### src/rtl/ram_arbiter.sv
// ram_arbiter: round-robin arbiter sharing one single-port RAM between a CPU and a host.
//   clock, reset             : single clock, synchronous active-high reset
//   cpu_req/we/addr/wdata    : CPU access request; we/addr/wdata sampled at grant
//   cpu_ack, cpu_rdata       : one-cycle completion pulse, read data valid with ack
//   host_*                   : same as cpu_* for the loader/debug host
//   ram_cs/we/addr/wdata     : RAM command, active for exactly one cycle per access
//   ram_rdata                : RAM read data, captured at the end of a read access
//   owner                    : 01 cpu, 10 host while the RAM is being accessed, else 00
module ram_arbiter #(
    parameter int ADDR_W = 12,
    parameter int DATA_W = 4
) (
    input  logic              clock,
    input  logic              reset,
    input  logic              cpu_req,
    input  logic              cpu_we,
    input  logic [ADDR_W-1:0] cpu_addr,
    input  logic [DATA_W-1:0] cpu_wdata,
    output logic              cpu_ack,
    output logic [DATA_W-1:0] cpu_rdata,
    input  logic              host_req,
    input  logic              host_we,
    input  logic [ADDR_W-1:0] host_addr,
    input  logic [DATA_W-1:0] host_wdata,
    output logic              host_ack,
    output logic [DATA_W-1:0] host_rdata,
    output logic              ram_cs,
    output logic              ram_we,
    output logic [ADDR_W-1:0] ram_addr,
    output logic [DATA_W-1:0] ram_wdata,
    input  logic [DATA_W-1:0] ram_rdata,
    output logic [1:0]        owner
);
    typedef enum logic [1:0] {IDLE, ACC, DONE} state_t;
    state_t state_q, state_d;
    // Updated at every grant, so during ACC/DONE it also names the current winner.
    logic last_host_q, last_host_d;
    logic ram_cs_q, ram_cs_d, ram_we_q, ram_we_d;
    logic [ADDR_W-1:0] ram_addr_q, ram_addr_d;
    logic [DATA_W-1:0] ram_wdata_q, ram_wdata_d;
    logic cpu_ack_q, cpu_ack_d, host_ack_q, host_ack_d;
    logic [DATA_W-1:0] cpu_rdata_q, cpu_rdata_d, host_rdata_q, host_rdata_d;
    logic [1:0] owner_q, owner_d;
    logic grant, pick_host, in_acc;

    always_comb begin
        in_acc       = state_q == ACC;
        // A tie goes to whoever was not served last.
        pick_host    = host_req & (~cpu_req | ~last_host_q);
        grant        = (cpu_req | host_req) & ~in_acc;
        state_d      = grant ? ACC : (in_acc ? DONE : IDLE);
        last_host_d  = grant ? pick_host : last_host_q;
        ram_cs_d     = grant;
        ram_we_d     = grant & (pick_host ? host_we : cpu_we);
        ram_addr_d   = grant ? (pick_host ? host_addr : cpu_addr) : ram_addr_q;
        ram_wdata_d  = grant ? (pick_host ? host_wdata : cpu_wdata) : ram_wdata_q;
        owner_d      = grant ? (pick_host ? 2'b10 : 2'b01) : 2'b00;
        cpu_ack_d    = in_acc & ~last_host_q;
        host_ack_d   = in_acc & last_host_q;
        // Writes leave the previously returned read data in place.
        cpu_rdata_d  = (cpu_ack_d & ~ram_we_q) ? ram_rdata : cpu_rdata_q;
        host_rdata_d = (host_ack_d & ~ram_we_q) ? ram_rdata : host_rdata_q;
    end

    always_ff @(posedge clock) begin
        if (reset) begin
            state_q      <= IDLE;
            last_host_q  <= 1'b1;
            ram_cs_q     <= 1'b0;
            ram_we_q     <= 1'b0;
            ram_addr_q   <= '0;
            ram_wdata_q  <= '0;
            owner_q      <= 2'b00;
            cpu_ack_q    <= 1'b0;
            host_ack_q   <= 1'b0;
            cpu_rdata_q  <= '0;
            host_rdata_q <= '0;
        end else begin
            state_q      <= state_d;
            last_host_q  <= last_host_d;
            ram_cs_q     <= ram_cs_d;
            ram_we_q     <= ram_we_d;
            ram_addr_q   <= ram_addr_d;
            ram_wdata_q  <= ram_wdata_d;
            owner_q      <= owner_d;
            cpu_ack_q    <= cpu_ack_d;
            host_ack_q   <= host_ack_d;
            cpu_rdata_q  <= cpu_rdata_d;
            host_rdata_q <= host_rdata_d;
        end
    end

    assign ram_cs     = ram_cs_q;
    assign ram_we     = ram_we_q;
    assign ram_addr   = ram_addr_q;
    assign ram_wdata  = ram_wdata_q;
    assign owner      = owner_q;
    assign cpu_ack    = cpu_ack_q;
    assign host_ack   = host_ack_q;
    assign cpu_rdata  = cpu_rdata_q;
    assign host_rdata = host_rdata_q;
endmodule
### config.mk
export PLATFORM = sky130hd
export DESIGN_NAME = ram_arbiter
export DESIGN_NICKNAME = d
export VERILOG_FILES = /design/src/rtl/ram_arbiter.sv
export SDC_FILE = /design/constraint.sdc
export NUM_CORES = 1
export LEC_CHECK = 0
export CORE_ASPECT_RATIO = 1.4
export CORE_MARGIN = 1.5
export CORE_UTILIZATION = 35
export CTS_BUF_LIST = sky130_fd_sc_hd__clkbuf_16
export CTS_CLUSTER_DIAMETER = 30
export DETAILED_ROUTE_END_ITERATION = 16
export HOLD_SLACK_MARGIN = 0.05
export PLACE_DENSITY = 0.76
export SYNTH_ARGS = -nofsm -noshare
export SYNTH_HDL_FRONTEND = slang
export SYNTH_SLANG_ARGS = --single-unit
### constraint.sdc
create_clock -name clock -period 1.53 [get_ports clock]
set_clock_uncertainty 0.15 [all_clocks]
set_input_delay 0.306 -clock clock [delete_from_list [all_inputs] [get_ports clock]]
set_output_delay 0.306 -clock clock [all_outputs]
set_load 0.03 [all_outputs]
== After elaboration in Yosys (flattened, before gate mapping) ==
Index checks and enable logic that the tools add are counted.

* Register bits: 33
* Input port bits: 42
* Output and inout bits: 30
* Logic and storage cells: 35

* Eq/ne operators: 1
* Mux-type cells: 6
* Bitwise logic cells: 14
* Reductions and logical operators: 2

{| class="wikitable"
|+ Operator list
! operator !! number
|-
| two-way mux 12 bit || 1
|-
| AND 1 bit || 7
|-
| inverter 1 bit || 5
|-
| two-way mux 2 bit || 2
|-
| two-way mux 4 bit || 1
|-
| OR reduction 2 bit || 2
|-
| == test 2 x 1 -> 1 bit, second input constant || 1
|-
| two-way mux 1 bit || 2
|-
| bitwise OR 1 bit || 2
|}

== Logic depth before layout (Yosys ltp) ==
Gate-level depths: netlist of the first run.

* Depth in word-level cells: 5
* Mapped depth: 6
* Mapped depth without buffers: 3

== Least setup slack after synthesis of the first run ==
Ideal clock, no wire load.

* Path type: register to register
* From: reg state_q[0]
* To: reg host_rdata_q[0] (netlist: host_rdata[0])
* Library setup time: 0.128 ns
* Data arrival time: 1.291 ns
* Data required time: 1.252 ns
* Slack: -0.039 ns
* Stages on the path, launching flop included: 5
* Path buffers: 1
* Period minus slack after synthesis: 1.569 ns
* Path through: dfxtp_1 nor4bb_1 clkbuf_1 mux2i_1 nor2_1

* Cells in the longest elaborated chain, start to end: 3

{| class="wikitable"
|+ Ends and longest elaborated chain
! item !! RTL line !! source
|-
| from (decl) || 35 || <nowiki>state_t state_q, state_d;</nowiki>
|-
| from (signal assigned) || 79 || <nowiki>state_q <= state_d;</nowiki>
|-
| == test 2 x 1 -> 1 bit || 47 || <nowiki>in_acc = state_q == ACC;</nowiki>
|-
| AND 1 bit || 59 || <nowiki>host_ack_d = in_acc & last_host_q;</nowiki>
|-
| AND 1 bit || 62 || <nowiki>host_rdata_d = (host_ack_d & ~ram_we_q) ? ram_rdata : host_rdata_q;</nowiki>
|-
| to (signal assigned) || 89 || <nowiki>host_rdata_q <= host_rdata_d;</nowiki>
|-
| to (decl) || 42 || <nowiki>logic [DATA_W-1:0] cpu_rdata_q, cpu_rdata_d, host_rdata_q, host_rdata_d;</nowiki>
|}

No other way between the ends.
A chain may end at the register's enable or synchronous reset.

== Worst setup path in the final report of the first run ==
* From: reg ram_wdata_q[1] (netlist: ram_wdata[1])
* To: out ram_wdata[1]

{| class="wikitable"
|+ RTL lines
! item !! RTL line !! source
|-
| from (decl) || 40 || <nowiki>logic [DATA_W-1:0] ram_wdata_q, ram_wdata_d;</nowiki>
|-
| from (signal assigned) || 84 || <nowiki>ram_wdata_q <= ram_wdata_d;</nowiki>
|-
| to (decl) || 30 || <nowiki>output logic [DATA_W-1:0] ram_wdata,</nowiki>
|}

No word-level cell between the ends.

==> impl_metrics.toml, run 1 <==
[status]
outcome = "finished, final reports clean"

[timing]
min_period_ps = 1470
worstMarginPinSlew_ps = 417
report.final.hold_viol_count = 0
setup_ws_ps = 57.7
maxSlewHeadroom_pct = 72.1
finalSetupViolations = 0
timing.final.crit_share_pct = 96.2
maxSlewViolCount = 0
clock.fmax_ghz = 0.679
rsz0062_at_grt = "false"

[power]
ir_worst_vdd_mv = 0.752
pwr-share-comb_pct = 24.0
switching_power_uw = 707
p_clk_share_pct = 40.6
swShare_pct = 26.4
seqPwrFrac_pct = 35.4
leakagePower_nw = 1.04
power.density_nw_per_um2 = 1120
internal_power_mw = 1.97

[synth]
yosysSeqAreaShare_pct = 45.6
syn_area_per_cell_sq_um = 9.76
ys_ff_latch = 32
yosysTopAreaCellShare_pct = 45.6
netlist_area_sq_um = 1410
yosysTopAreaCell = "dfxtp_1"
yosys.cell_types.count = 24
synth_nets = 186
synth_cells = 144
synth_area_leaders = "dfxtp_1 (46%), a311oi_2 (9.6%), nand2_1 (8.8%)"
ys.warnings.count = 0

[clocking]
htreeDepth = 2
tritoncts = "yes"
cts-root-buf = "clkbuf_16"
clk_latency_ps = 270
clk_pin_slew_ps = 50
cts_made_buffers = 5
post_cts_buffers = 0
hold_buffers = 0
cts_buffer_depth = 2
numClockSinks = 32

[route]
post-route-drc-count = 0
vias_per_cell = 5.00
post_drt_wl_per_cell_um = 13.2
ant_nets = 0
firstDrtPassIters = 5
drt_first_iter_violations = 24
wl_um = 3550
vias = 1345

[global_routing]
grt_pass1_vias = 1232
grt_overflow_total = 0
grt_max_degree = 19
grt_pass1_wl_um = 5610
track_usage_pct = 16.4
antenna_found_initial = 0

[cells_and_area]
fin_util_pct = 61.4
mostFrequentLayoutCell = "clkdlybuf4s50_1"
drive_above_1_share_pct = 18.1
finalNetCount = 267
multi_input_area_sq_um = 686
diodes = 0
final_cell_mix = "clkdlybuf4s50_1 (39), nand2_1 (33), dlygate4sd2_1 (31), dfxtp_1 (30), a21oi_1 (16)"
seq_area_sq_um = 643
area_growth_pct = 69.6
nFillCells = 329

[worst_setup_path]
crit_fanout = 2
path_buf_inv = 1
critPathLaunchType = "flop"
worstPathCellList = "dlygate4sd2_1"
criticalPathCategory = "flop to output port"
cpMaxStageDelayCell = "dlygate4sd2_1"
cp.arrival_ps = 1020
cp.required_ps = 1070
critPathCaptureType = "output port"
cpPeakStageDelay_ps = 430
cp_top_family = "buffers and inverters"

[die]
core-area_sq_um = 3880
start_util_pct = 36.2
rows = 27
dieArea_sq_um = 4410
num_io_pins = 72
fp.dieH_um = 78.0
fp.dieW_um = 56.6

[hold_path]
min_path_type = "flop to flop"

[place]
place.gp.congestion = 0.753
dp_hpwl_um = 2730
place_ws_ps = -304
port_buffers = 71

[flow_run]
cap_violations = 0
## state kept, by name (all words and copies together) (netlist names)
| name | count |
|---|---|
| cpu_ack | 1 |
| cpu_rdata | 4 |
| host_ack | 1 |
| host_rdata | 4 |
| last_host_q | 1 |
| owner | 2 |
| ram_addr | 12 |
| ram_wdata | 4 |
| ram_we | 1 |
| state_q | 2 |
## cell type report
| type | instances | share of cell area, % |
|---|---|---|
| well taps | 43 | 2.26 |
| repair buffers | 87 | 35.2 |
| clock inverters | 3 | 1.57 |
| multi-input cells | 99 | 28.8 |
| flip-flops and latches | 32 | 27.0 |
| clock buffers | 5 | 5.25 |
## final timing paths
kind	endpoint	startpoint	slack [ps]	cells after the start
setup reg to reg	last_host_q	state_q[1]	110	4
hold / removal	host_rdata[3]	host_rdata[3]	330	2
hold reg to reg	host_rdata[3]	host_rdata[3]	330	2
setup / recovery	ram_wdata[1]	ram_wdata[1]	60	1
## through the flow
step / cell area, sq um / hold WS, ps / std cells / total power, mW / TNS, ps
after floorplan: 1410 / 236 / 144 / 1.33 / 0
after global placement: 2230 / 324 / 260 / 1.64 / -4650
after detailed placement: 2230 / 329 / 260 / 1.65 / -5380
after CTS: 2380 / 338 / 269 / 2.70 / 0
after global routing: 2380 / 360 / 269 / 2.79 / 0
final: 2380 / 334 / 269 / 2.68 / 0
## what timing repair did
| action | 4_1_cts | 5_1_grt |
|---|---|---|
| gates resized for setup | 34 | 2 |
| endpoints found under the setup margin | 41 | 6 |
| cloned | 1 | 0 |
## synth_stat cells
master and instances:
a21boi_0 1, nor3_1 4, a21boi_4 1, a311oi_4 1
a211o_1 1, nor4b_4 1, nand2b_1 1, or2_1 1
clkbuf_1 6, buf_2 4, a311oi_2 9, buf_6 2
a21oi_1 16, dfxtp_1 32, buf_12 1, mux2i_1 9
nand2_1 33, a311oi_1 6, nor4bb_1 1, and2_1 1
a21bo_2 1, buf_4 1, and2_4 1, nor2_1 10
## per-layer routing
metal  share of wire, %  track usage, %  routed length [um]
met1                 37            17.5                1310
met3                5.7            4.50                 201
met5                  0               0                   0
met2                 56            29.9                2000
met4                1.2            6.43                  44
## power by group through the flow
stage	clock [mW]	sequential (mW)	combinational, mW
final	1.09	0.947	0.643
after detailed placement	0	0.965	0.684
after global routing	1.15	0.954	0.686
after floorplan	0	1.08	0.248
after CTS	1.10	0.947	0.649
after global placement	0	0.964	0.678
## worst reg2reg max path, cell delays in order (launching register included)
cell and delay (ps):
dfxtp_1 400, nand2b_1 210, buf_4 190, a21boi_0 90, a211o_1 260
## cells by family after synthesis
kind of cell / after synthesis / synth area share (%)
AO/OA/AOI/OAI: 36 / 24.1
buffers and inverters: 14 / 6.59
multiplexers: 9 / 6.41
AND/OR/NAND/NOR: 53 / 17.3
flip-flops: 32 / 45.6
Power figures use the tool's default switching activity.
==> inputs of run 2 (changes only) <==
Settings changed: ABC_AREA set to 1, PLACE_DENSITY 0.76 to 0.74, SETUP_SLACK_MARGIN set to 0.1.
==> run 2 against run 1 <==
  * The run now ends with design-rule violations left
  * Sequential power grew 0.4%
  * Utilization down 0.72 points
  * Clock-buffer cell count stayed put
  * Critical path depth unchanged
  * Cell area rose by 2.3%
  * Global-route usage grew 1.2 points
  * Critical endpoint is now cpu_rdata[0]
==> impl_metrics.toml, run 2 <==
[timing]
worstMarginPinSlew_ps = 481
maxSlewHeadroom_pct = 67.8
min_period_ps = 1410
clock.fmax_ghz = 0.711
timing.final.crit_share_pct = 91.9
report.final.hold_viol_count = 0
hold_ws_ps = 318
maxSlewViolCount = 0
finalSetupViolations = 0
setup_ws_ps = 124
setup-tns-final_ps = 0
rsz0062_at_grt = "false"

[die]
fp.dieH_um = 80.2
dieArea_sq_um = 4660
core-area_sq_um = 4020
start_util_pct = 37.1
num_io_pins = 72
fp.dieW_um = 58.1
rows = 27

[synth]
syn_area_per_cell_sq_um = 7.20
yosys.cell_types.count = 18
yosysTopAreaCell = "dfxtp_1"
synth_nets = 249
synth_area_leaders = "dfxtp_1 (43%), nand2_1 (12%), nand3_1 (11%)"
ys_ff_latch = 32
ys.warnings.count = 0
yosysMostFrequentCell = "nand2_1"
synthTopCellsByCount = "nand2_1 (46), nand3_1 (34), dfxtp_1 (32)"
synth_cells = 207
yosysSeqAreaShare_pct = 43.0
yosysTopAreaCellShare_pct = 43.0
synth_ff_type = "dfxtp_1"
netlist_area_sq_um = 1490
async_flop_share_pct = 0
synth-edff-count = 0

[route]
ant_nets = 0
vias_per_cell = 4.85
wl_um = 3990
post_drt_wl_per_cell_um = 12.1
post-route-drc-count = 5
vias = 1597
drt_first_iter_violations = 74
firstDrtPassIters = 10

[place]
place_ws_ps = -159
port_buffers = 71
place.gp.congestion = 0.850
dp_hpwl_um = 2840
place_area_sq_um = 2280
dp_cells = 320

[cells_and_area]
final_cell_mix = "nand2_1 (45), clkdlybuf4s50_1 (39), nand3_1 (34), dfxtp_1 (31), inv_1 (27)"
finalNetCount = 328
area_growth_pct = 63.6
nFillCells = 383
diodes = 0
seq_area_sq_um = 642
final_area_sq_um = 2440
mostFrequentLayoutCell = "nand2_1"
fin_cells = 329
drive_above_1_share_pct = 18.9
fin_util_pct = 60.6
largest_reg_flops = 12
multi_input_area_sq_um = 679

[clocking]
htreeDepth = 2
tritoncts = "yes"
clk_latency_ps = 270
hold_buffers = 0
cts_buffer_depth = 2
clk_pin_slew_ps = 50
numClockSinks = 32
cts-root-buf = "clkbuf_16"
cts_made_buffers = 5

[power]
leakagePower_nw = 1.19
finalPower_mw = 2.49
ir_worst_vdd_mv = 0.496
power.density_nw_per_um2 = 1020

[worst_setup_path]
cpMaxStageDelayCell = "clkdlybuf4s15_1"
crit_fanout = 2
cp_top_family = "buffers and inverters"
critPathLaunchType = "flop"
r2r_slack_ps = 180
path_buf_inv = 1
rr_endpoint = "cpu_rdata[1]"
reg2reg_depth = 5
r2r-start = "state_q[0]"
cpPeakStageDelay_ps = 370
critPathCaptureType = "output port"
criticalPathCategory = "flop to output port"
cp.required_ps = 1070
cp.arrival_ps = 950
worstPathCellList = "clkdlybuf4s15_1"

[hold_path]
min_path_type = "flop to flop"
hp-start = "ram_addr[11]"
whs_path_depth = 2
whs_endpoint = "ram_addr[11]"

[status]
outcome = "finished, violations left"
violations = "design-rule violations"

[flow_run]
cap_violations = 0

[global_routing]
grt_pass1_vias = 1453
grt_max_degree = 21
grt_pass1_wl_um = 6310
grt_overflow_total = 0
track_usage_pct = 17.6
antenna_found_initial = 0
-- run 2: cell types whose count changed after synthesis, sizes merged, moves of 14 or more --
cell	before	now
nand3	0	34
inv	0	29
a21oi	16	0
a311oi	16	0
nand2	33	49
nand3b	0	16
nor2	10	24
-- run 2: report_power, final --
part | internal [mW] | switching (mW) | leakage, nW
Clock | 0.582 | 0.314 | 0.0709
Sequential | 0.910 | 0.0412 | 0.264
Combinational | 0.286 | 0.360 | 0.853
Total | 1.78 | 0.715 | 1.19
-- run 2: logic make-up after synthesis --
group	count (synthesis)	share of synthesized area (%)
DFF	32	43.0
AOI/OAI and AO/OA	1	0.504
and+or+nand+nor	133	43.8
buffers and inverters	41	12.7
-- run 2: final cells by class --
cell class                      instances  area share (%)
Timing Repair Buffer                   82            33.5
Sequential cell                        32            26.3
Tap cell                               43            2.21
Clock inverter                          2           0.359
Inverter                               30            4.62
Multi-Input combinational cell        135            27.9
Clock buffer                            5            5.13
-- run 2: worst max path at each step --
stage            startpoint             to  slack (ps)  cells past startpoint
2_1_floorplan        ram_we  host_rdata[0]         180                      5
3_3_place_gp       host_req   ram_wdata[2]        -110                      7
3_5_place_dp       host_req       owner[1]        -160                      7
4_1_cts        ram_wdata[1]   ram_wdata[1]          30                      1
5_1_grt             cpu_req    ram_addr[0]         100                      7
6_report       cpu_rdata[0]   cpu_rdata[0]         120                      1
-- run 2: timing repair --
action / in CTS / in global routing
resized for setup: 73 / 19
setup buffers: 0 / 0
pin swaps: 0 / 1
endpoints found under the setup margin: 30 / 31
gates cloned: 0 / 2
-- run 2: layer usage --
| layer | share of wire, % | routed length, um | GRT usage (%) | vias up |
|---|---|---|---|---|
| met1 | 40 | 1590 | 18.6 | 712 |
| met2 | 53 | 2120 | 31.9 | 58 |
| met4 | 1.6 | 65 | 8.60 | 0 |
| met3 | 5.3 | 212 | 4.19 | 8 |
| li1 | - | - | - | 819 |
| met5 | 0 | 0 | 0 | - |
